===== config.mk =====
export PLATFORM = sky130hd
export DESIGN_NAME = ball_collision_resolver
export DESIGN_NICKNAME = d
export VERILOG_FILES = /design/src/rtl/ball_collision_resolver.sv
export SDC_FILE = /design/constraint.sdc
export NUM_CORES = 1
export LEC_CHECK = 0
export ABC_AREA = 0
export BUFFER_PORTS_ARGS = -buffer_cell sky130_fd_sc_hd__buf_2
export CAP_MARGIN = 20
export CORE_ASPECT_RATIO = 1.75
export CORE_MARGIN = 2
export CORE_UTILIZATION = 54
export CTS_CLUSTER_DIAMETER = 120
export DETAILED_ROUTE_END_ITERATION = 8
export GPL_TIMING_DRIVEN = 0
export PLACE_DENSITY_LB_ADDON = 0.15
export SYNTH_ARGS = -nofsm -noshare
export SYNTH_HDL_FRONTEND = slang
export SYNTH_SLANG_ARGS = --single-unit

===== constraint.sdc =====
create_clock -name clk -period 6.6 [get_ports clk]
set_clock_uncertainty 0.2 [all_clocks]
set_input_delay 0.99 -clock clk [delete_from_list [all_inputs] [get_ports clk]]
set_output_delay 0.99 -clock clk [all_outputs]
set_load 0.005 [all_outputs]

===== src/rtl/ball_collision_resolver.sv =====
// ball_collision_resolver: turns collision requests into one-cycle velocity writes, with a per-frame cooldown.
// Optional macro COLLISION_COUNTER_EN enables the saturating resolved-collision counter.
module ball_collision_resolver #(
    parameter int VELOCITY_LIMIT  = 200,
    parameter int COOLDOWN_FRAMES = 2
) (
    input  logic        clk,
    input  logic        reset,
    input  logic        startOfFrame,
    input  logic        collisionReq,
    input  logic [2:0]  collisionType,
    input  logic [10:0] ballAPosX,
    input  logic [10:0] ballAPosY,
    input  logic [10:0] ballBPosX,
    input  logic [10:0] ballBPosY,
    input  logic [10:0] ballAVelX,
    input  logic [10:0] ballAVelY,
    input  logic [10:0] ballBVelX,
    input  logic [10:0] ballBVelY,
    output logic        ballAWriteEnable,
    output logic [10:0] ballAOutVelX,
    output logic [10:0] ballAOutVelY,
    output logic        ballBWriteEnable,
    output logic [10:0] ballBOutVelX,
    output logic [10:0] ballBOutVelY,
    output logic        busy,
    output logic        requestDropped,
    output logic [15:0] collisionCount
);
    typedef enum logic [1:0] {IDLE, EVALUATE, WRITE, COOLDOWN} state_t;
    localparam int CW = $clog2(COOLDOWN_FRAMES + 2);
    localparam logic signed [11:0] LIM = 12'(VELOCITY_LIMIT);

    state_t state, nextState;
    logic [CW-1:0] cdCnt;
    logic cdDone;
    logic [2:0] capType;
    logic [10:0] aPx, aPy, bPx, bPy, aVx, aVy, bVx, bVy;
    logic signed [11:0] aX, aY, bX, bY, dx, dy, relX, relY, nAx, nAy, nBx, nBy;
    logic [11:0] adx, ady;
    logic apprX, apprY, weA, weB;

    function automatic logic [10:0] sat(input logic signed [11:0] v);
        return v > LIM ? 11'(LIM) : (v < -LIM ? 11'(-LIM) : v[10:0]);
    endfunction

    assign aX = {aVx[10], aVx};
    assign aY = {aVy[10], aVy};
    assign bX = {bVx[10], bVx};
    assign bY = {bVy[10], bVy};
    assign dx = $signed({1'b0, bPx}) - $signed({1'b0, aPx});
    assign dy = $signed({1'b0, bPy}) - $signed({1'b0, aPy});
    assign adx = dx[11] ? -dx : dx;
    assign ady = dy[11] ? -dy : dy;
    assign relX = aX - bX;
    assign relY = aY - bY;
    // Sign agreement of offset and relative velocity stands in for a dot-product test.
    assign apprX = adx >= ady && dx != '0 && relX != '0 && dx[11] == relX[11];
    assign apprY = ady >= adx && dy != '0 && relY != '0 && dy[11] == relY[11];
    assign busy = state != IDLE;
    assign cdDone = startOfFrame && cdCnt == CW'(COOLDOWN_FRAMES - 1);

    always_comb begin
        nAx = aX;
        nAy = aY;
        nBx = bX;
        nBy = bY;
        weA = 1'b0;
        weB = 1'b0;
        case (capType)
            3'd0: begin
                weA = apprX | apprY;
                weB = apprX | apprY;
                nAx = apprX ? bX : aX;
                nBx = apprX ? aX : bX;
                nAy = apprY ? bY : aY;
                nBy = apprY ? aY : bY;
            end
            3'd1: begin
                weA = aVx[10];
                nAx = -aX;
            end
            3'd2: begin
                weA = !aVx[10] && aVx != '0;
                nAx = -aX;
            end
            3'd3: begin
                weA = aVy[10];
                nAy = -aY;
            end
            3'd4: begin
                weA = !aVy[10] && aVy != '0;
                nAy = -aY;
            end
            default: ;
        endcase
    end

    always_comb begin
        nextState = state;
        case (state)
            IDLE:     nextState = collisionReq ? EVALUATE : IDLE;
            EVALUATE: nextState = weA ? WRITE : IDLE;
            WRITE:    nextState = COOLDOWN_FRAMES == 0 ? IDLE : COOLDOWN;
            COOLDOWN: nextState = cdDone ? IDLE : COOLDOWN;
            default:  nextState = IDLE;
        endcase
    end

    always_ff @(posedge clk) begin
        if (reset) begin
            state <= IDLE;
            cdCnt <= '0;
            capType <= '0;
            aPx <= '0;
            aPy <= '0;
            bPx <= '0;
            bPy <= '0;
            aVx <= '0;
            aVy <= '0;
            bVx <= '0;
            bVy <= '0;
            ballAWriteEnable <= 1'b0;
            ballBWriteEnable <= 1'b0;
            ballAOutVelX <= '0;
            ballAOutVelY <= '0;
            ballBOutVelX <= '0;
            ballBOutVelY <= '0;
            requestDropped <= 1'b0;
        end else begin
            state <= nextState;
            cdCnt <= state == COOLDOWN ? cdCnt + CW'(startOfFrame) : '0;
            ballAWriteEnable <= state == EVALUATE && weA;
            ballBWriteEnable <= state == EVALUATE && weB;
            requestDropped <= collisionReq && state != IDLE;
            if (state == IDLE && collisionReq) begin
                capType <= collisionType;
                aPx <= ballAPosX;
                aPy <= ballAPosY;
                bPx <= ballBPosX;
                bPy <= ballBPosY;
                aVx <= ballAVelX;
                aVy <= ballAVelY;
                bVx <= ballBVelX;
                bVy <= ballBVelY;
            end
            if (state == EVALUATE && weA) begin
                ballAOutVelX <= sat(nAx);
                ballAOutVelY <= sat(nAy);
            end
            if (state == EVALUATE && weB) begin
                ballBOutVelX <= sat(nBx);
                ballBOutVelY <= sat(nBy);
            end
        end
    end

`ifdef COLLISION_COUNTER_EN
    always_ff @(posedge clk) begin
        if (reset)
            collisionCount <= '0;
        else if (state == WRITE && collisionCount != 16'hFFFF)
            collisionCount <= collisionCount + 16'd1;
    end
`else
    assign collisionCount = '0;
`endif
endmodule

==> metrics.txt, run 1 <==
die area=roughly 0.02 mm^2; CTS tree=yes; Routed wire per std cell=roughly 18 um; Leak=around 5.2 nW; num ports=159; proportion of layout cells with a drive suffix above 1=0.169; Clk Latency, worst-skew pair=450 ps; min-delay worst type=reg -> reg; first-pass GRT wire length=52.1 mm; die extent in y=approximately 190 um; CP endpoint kind=register; Distinct cells, synth=107; Post-Route WL=roughly 33 mm; Yosys warnings=0; VDD IR max=0.389 mV; number of hold violations in the final report=0; first-pass iteration count of the detailed router=7; antenna viol nets, final=0; minimum clock period=6230 ps; Synth top cells by count=nand2_1, a21oi_1, dfxtp_1; CP startpoint kind=register; Synth async-reset ratio=0; part of the power in the clock network=0.165; dominant cell type by area after synthesis=dfxtp_1; # DRC=0; H-Tree Depth=4; vias per cell=5.95; fin util=0.650; Core ar.=between 0.015 and 0.02 mm^2; nets=1717; Comb pwr share=0.669; GRT Total Usage=0.328; Power Density=566 mW/mm^2; P_int=~3.6 mW; CTS max path bufs=2; Cell Area, Synth=0.0103 mm^2; Slew Limit Fails=0; CTS sink cnt=142; Max Freq=161 MHz; most frequent cell after synthesis=nand2_1; critical path arrival=6400 ps; vias in the first global route=10501; Iteration-0 DRC Markers=666; DIE WIDTH=109 um; vias=10753; Root Driver=clkbuf_16; final worst setup slack=373 ps; initial antenna violation count=0; initial core utilization=0.553; Place WS=-416 ps; Worst Setup Path Type=reg -> reg; R2R Setup Slk=370 ps; Non-Filler Instances=1808; CTS buffer count=17; ant diodes=0; Net Sw Power=3.28 mW; Synth area leaders=dfxtp_1, nand2_1, a21oi_1; Overflow after GRT=0; synthesized area per cell=7.49 um^2; CP required=between 6000 and 7000 ps; largest net degree at the start of global routing=20; Synth Register Bits=142; Area Growth Syn to Fin=17.6%; Reg clk slew, reported paths=60 ps; GP Congestion=1.02; Worst Reg2Reg Path Length in Cells=25; Synth Flop Type=dfxtp_1; HPWL Detailed=26.0 mm; Tightest Pin Transition=1070 ps; max-cap violations=0; Port Buffers=about 140; Crit Path Max Fanout=19; switching share of power=0.478; final worst-path cycle share=0.943; Rel. slew slack=0.283; Post-synth EDFFs=0; Synth Instances=between 1000 and 1500; sequential area share after synthesis=0.275; post-synth top area share=0.275; WHS Path Cells=2; DP Cell Count=1774; endpoints failing setup=0; number of hold-repair buffers added at the cts stage=0; part of the power in registers=0.166; outcome=completed; Placement Rows=66
[worst paths after layout]
kind                                        end            start
worst max-delay path            ballBOutVelX[2]           aPy[5]
worst min-delay path            ballBOutVelY[5]  ballBOutVelY[5]
worst max register to register  ballBOutVelX[2]           aPy[5]
worst min register to register  ballBOutVelY[5]  ballBOutVelY[5]
[through the flow]
stage | setup TNS, ps | hold slack [ps] | cell area [um^2] | power (mW)
floorplan | 0 | 234 | 10400 | 4.45
global placement | -1170 | 223 | 11400 | 5.45
detailed placement | -1480 | 234 | 11400 | 5.51
CTS | 0 | 243 | 12100 | 6.64
global route | -83.7 | 267 | 12100 | 7.37
finish | 0 | 241 | 12100 | 6.87
[final cells by class]
type	instances	area [um^2]
clock buffer	17	425
tap	238	298
clock inverter	15	256
inverter	73	274
fill	1746	6520
sequential	142	2840
multi-input combinational	1086	6780
timing repair buffer	146	741
buffer	91	523
[registers in the layout, summed over array words and instances, names as in the netlist]
| signal | cells |
|---|---|
| aPx | 11 |
| aPy | 11 |
| aVx | 11 |
| aVy | 11 |
| bPx | 11 |
| bPy | 11 |
| bVx | 11 |
| bVy | 11 |
| ballAOutVelX | 11 |
| ballAOutVelY | 11 |
| ballAWriteEnable | 1 |
| ballBOutVelX | 11 |
| ballBOutVelY | 11 |
| ballBWriteEnable | 1 |
| capType | 3 |
| cdCnt | 2 |
| requestDropped | 1 |
| state | 2 |
[cell usage in the layout (no fill, tap or decap), types with 17 or more instances in the layout]
master     count
nand2_1      270
a21oi_1      163
buf_2        147
dfxtp_1      142
inv_1         73
nor2_1        70
ha_1          62
o21ai_0       60
clkbuf_1      50
nor3_1        29
xnor2_1       28
mux2i_1       25
nand3_1       21
buf_4         20
nor2b_1       19
a21o_1        18
clkbuf_16     17
[timing repair]
item | 4_1_cts | 5_1_grt
buffers inserted | 0 | 4
endpoints found under the setup margin | 8 | 20
pin swaps | 0 | 8
gates resized for setup | 1 | 16
[per-layer routing]
metal | up-vias | global-route usage | part of all wire
li1 | 5220 | - | -
met1 | 4994 | 0.335 | 0.36
met2 | 402 | 0.598 | 0.52
met3 | 137 | 0.0533 | 0.048
met4 | 0 | 0.210 | 0.065
met5 | - | 0 | 0
[cell families (layout without fill, tap and decap cells)]
| group | count (synthesis) | in the layout | synth area share |
|---|---|---|---|
| buffers and inverters | 166 | 342 | 0.0787 |
| xor gates and xnor gates | 43 | 43 | 0.0390 |
| AOI/OAI and AO/OA | 399 | 399 | 0.250 |
| muxes | 31 | 31 | 0.0308 |
| other | 1 | 16 | 0.000363 |
| adders and majority gates | 65 | 65 | 0.0802 |
| DFF | 142 | 142 | 0.275 |
| and+or+nand+nor | 532 | 532 | 0.246 |
[power by group through the flow]
stage               Sequential, mW  Combinational (mW)  Clock [mW]
floorplan                     1.12                3.34           0
global placement              1.15                4.30           0
detailed placement            1.15                4.36           0
CTS                           1.14                4.37        1.13
global route                  1.15                5.05        1.17
finish                        1.14                4.60        1.13
[critical path, stage by stage, from the launching register on]
cell	delay, ps
dfxtp_1	330
inv_1	50
ha_1	260
buf_2	200
nand2_2	150
a211oi_4	320
mux2i_1	250
o2111ai_2	220
nor3_1	240
a31oi_1	120
xnor2_1	270
ha_1	300
a21o_1	160
a21o_1	170
a21oi_1	170
o21ai_1	150
a22oi_4	270
and4_4	250
buf_6	130
buf_6	210
mux2i_1	150
o311ai_1	330
nand4b_1	130
ha_2	340
or4_1	590
a21oi_1	180
Note: power is estimated with default switching activity, not from simulation.
==> run 2: changes to the inputs <==
--- a/config.mk
+++ b/config.mk
@@ -10,7 +10,8 @@
 export CAP_MARGIN = 20
 export CORE_ASPECT_RATIO = 1.75
 export CORE_MARGIN = 2
-export CORE_UTILIZATION = 54
+export CORE_UTILIZATION = 53
+export CTS_BUF_LIST = sky130_fd_sc_hd__clkbuf_16
 export CTS_CLUSTER_DIAMETER = 120
 export DETAILED_ROUTE_END_ITERATION = 8
 export GPL_TIMING_DRIVEN = 0
==> constraint.sdc (replaced) <==
create_clock -name clk -period 5.5 [get_ports clk]
set_clock_uncertainty 0.2 [all_clocks]
set_input_delay 0.825 -clock clk [delete_from_list [all_inputs] [get_ports clk]]
set_output_delay 0.825 -clock clk [all_outputs]
set_load 0.005 [all_outputs]
==> run 2 against run 1 <==
The flow now finishes with violations (negative setup slack); largest power group unchanged; design area increased by 7.9%; global-route usage increased by 1.6 points; total power rose by 42%; non-clock buffer count increased by 46; wire length grew 8.3%; via count up 3.7%; critical path depth is 2 higher; critical path type unchanged; setup slack got worse by 630 ps.
==> metrics.txt, run 2 (synthesized netlist as in run 1, its figures left out) <==
min-delay worst type=reg -> reg; proportion of layout cells with a drive suffix above 1=0.248; failing checks=negative setup slack; Hold Path Sink=ballBOutVelY[5]; Max Freq=174 MHz; dpl cell area=around 0.011 mm^2; Tightest Pin Transition=1070 ps; Leak=5.53 nW; R2R Path Start=aPx[3]; most common cell after layout, fill and taps aside=nand2_1; # DRC=0; Post-Route WL=36.0 mm; R2R Setup Slk=-260 ps; Power Density=744 mW/mm^2; number of hold violations in the final report=0; most frequent cells in the layout=nand2_1, a21oi_1, buf_2; initial antenna violation count=0; vias=11152; initial core utilization=0.540; Net Sw Power=about 4.6 mW; Placement Rows=67; worst r2r dst=ballBOutVelX[2]; Worst Reg2Reg Path Length in Cells=27; max-cap violations=0; Clk Latency, worst-skew pair=~450 ps; nets=1763; switching share of power=0.476; fin util=0.685; final instance area=0.0131 mm^2; WHS Path Cells=2; Routed wire per std cell=19.4 um; Non-Filler Instances=1857; post-route setup TNS=-2650 ps; first-pass GRT wire length=about 55 mm; ant diodes=0; outcome=complete, but fails checks; num ports=159; RSZ-0062 raised after global routing=true; minimum clock period=5760 ps; GP Congestion=a little under 1; part of the power in registers=0.141; Overflow after GRT=0; CP required=5680 ps; CP startpoint kind=register; antenna viol nets, final=0; Area Growth Syn to Fin=26.8%; CTS buffer count=17; P_int=roughly 5.1 mW; Iteration-0 DRC Markers=667; total power=9.74 mW; CP endpoint kind=register; Comb pwr share=0.732; first-pass iteration count of the detailed router=8; Crit-path slowest cell=or4_1; Port Buffers=142; Slew Limit Fails=0; vias in the first global route=~11000; endpoints failing setup=27; die area=0.0207 mm^2; DP Cell Count=between 1500 and 2000; Worst Setup Path Type=reg -> reg; CTS max path bufs=2; VDD IR max=0.427 mV; max incr delay on CP=450 ps; Crit Path Max Fanout=5; final worst setup slack=-260 ps; part of the power in the clock network=0.127; Core ar.=0.0191 mm^2; Final Hold Slack=238 ps; GRT Total Usage=0.344; number of hold-repair buffers added at the cts stage=0; HPWL Detailed=26.6 mm; hold wc startpoint=ballBOutVelY[5]; final worst-path cycle share=1.05; critical path arrival=5940 ps; CTS sink cnt=~140; Root Driver=clkbuf_16; CTS tree=yes; largest net degree at the start of global routing=17; vias per cell=6.01; DIE WIDTH=approximately 110 um; Place WS=-1150 ps; filler cell count in the final layout=1718; Rel. slew slack=0.283; H-Tree Depth=4; die extent in y=189 um; Reg clk slew, reported paths=~70 ps
[run 2: cell count changes in the layout (fill, tap and decap cells not counted), moves of 6 or more]
cell,delta
a21oi_2,+6
a21oi_1,-9
dfxtp_1,-8
mux2i_1,-8
buf_4,+44
ha_1,-9
o21ai_2,+6
dfxtp_2,+8
mux2i_4,+7
o21ai_0,-15
ha_4,+8
o21ai_1,+7
[run 2: what timing repair did]
item	in CTS	in global routing
gates cloned	0	1
setup buffers	24	26
gates resized for setup	66	96
pin swaps	42	52
endpoints found under the setup margin	44	46
[run 2: how the worst max path moves through the flow]
stage / end / slack, ps / startpoint / cells past startpoint
3_5_place_dp: ballBOutVelX[2] / -1150 / aPy[5] / 27
3_3_place_gp: ballBOutVelX[2] / -1110 / aPy[4] / 26
2_1_floorplan: ballBOutVelX[0] / -150 / aPx[5] / 27
4_1_cts: ballBOutVelX[2] / -200 / aPx[5] / 26
5_1_grt: ballBOutVelX[0] / -450 / aPx[4] / 27
6_report: ballBOutVelX[2] / -260 / aPx[3] / 27
[run 2: final cells by class]
| type | count | area, um^2 | area share |
|---|---|---|---|
| plain buffers | 90 | 538 | 0.0411 |
| flip-flops and latches | 142 | 2850 | 0.218 |
| repair buffers | 193 | 1110 | 0.0850 |
| clock buffers | 17 | 425 | 0.0325 |
| well taps | 241 | 302 | 0.0230 |
| multi-input cells | 1086 | 7400 | 0.565 |
| clock inverters | 15 | 189 | 0.0144 |
| inverters | 73 | 274 | 0.0209 |
[run 2: routing by layer]
layer  up-vias  wire [um]  GRT usage
li1       5317          -          -
met1      5242      12800      0.340
met4         0       2610      0.239
met3       173       1580     0.0567
met5         -          0          0
met2       420      19000      0.628
[run 2: power by group through the flow]
stage	logic [mW]	clock network, mW	registers [mW]
floorplan	4.11	0	1.34
global placement	5.30	0	1.38
detailed placement	5.38	0	1.38
CTS	6.08	1.24	1.37
global route	7.66	1.28	1.39
finish	7.13	1.23	1.38
[run 2: worst max-delay path, delay by kind of cell, from the launching register on]
| kind | cells | cell delay, ps |
|---|---|---|
| compound gates | 10 | 1710 |
| flops | 1 | 360 |
| simple gates | 7 | 1690 |
| buf+inv | 5 | 550 |
| fa+ha+maj | 3 | 900 |
| xor+xnor | 1 | 60 |
| mux | 1 | 210 |
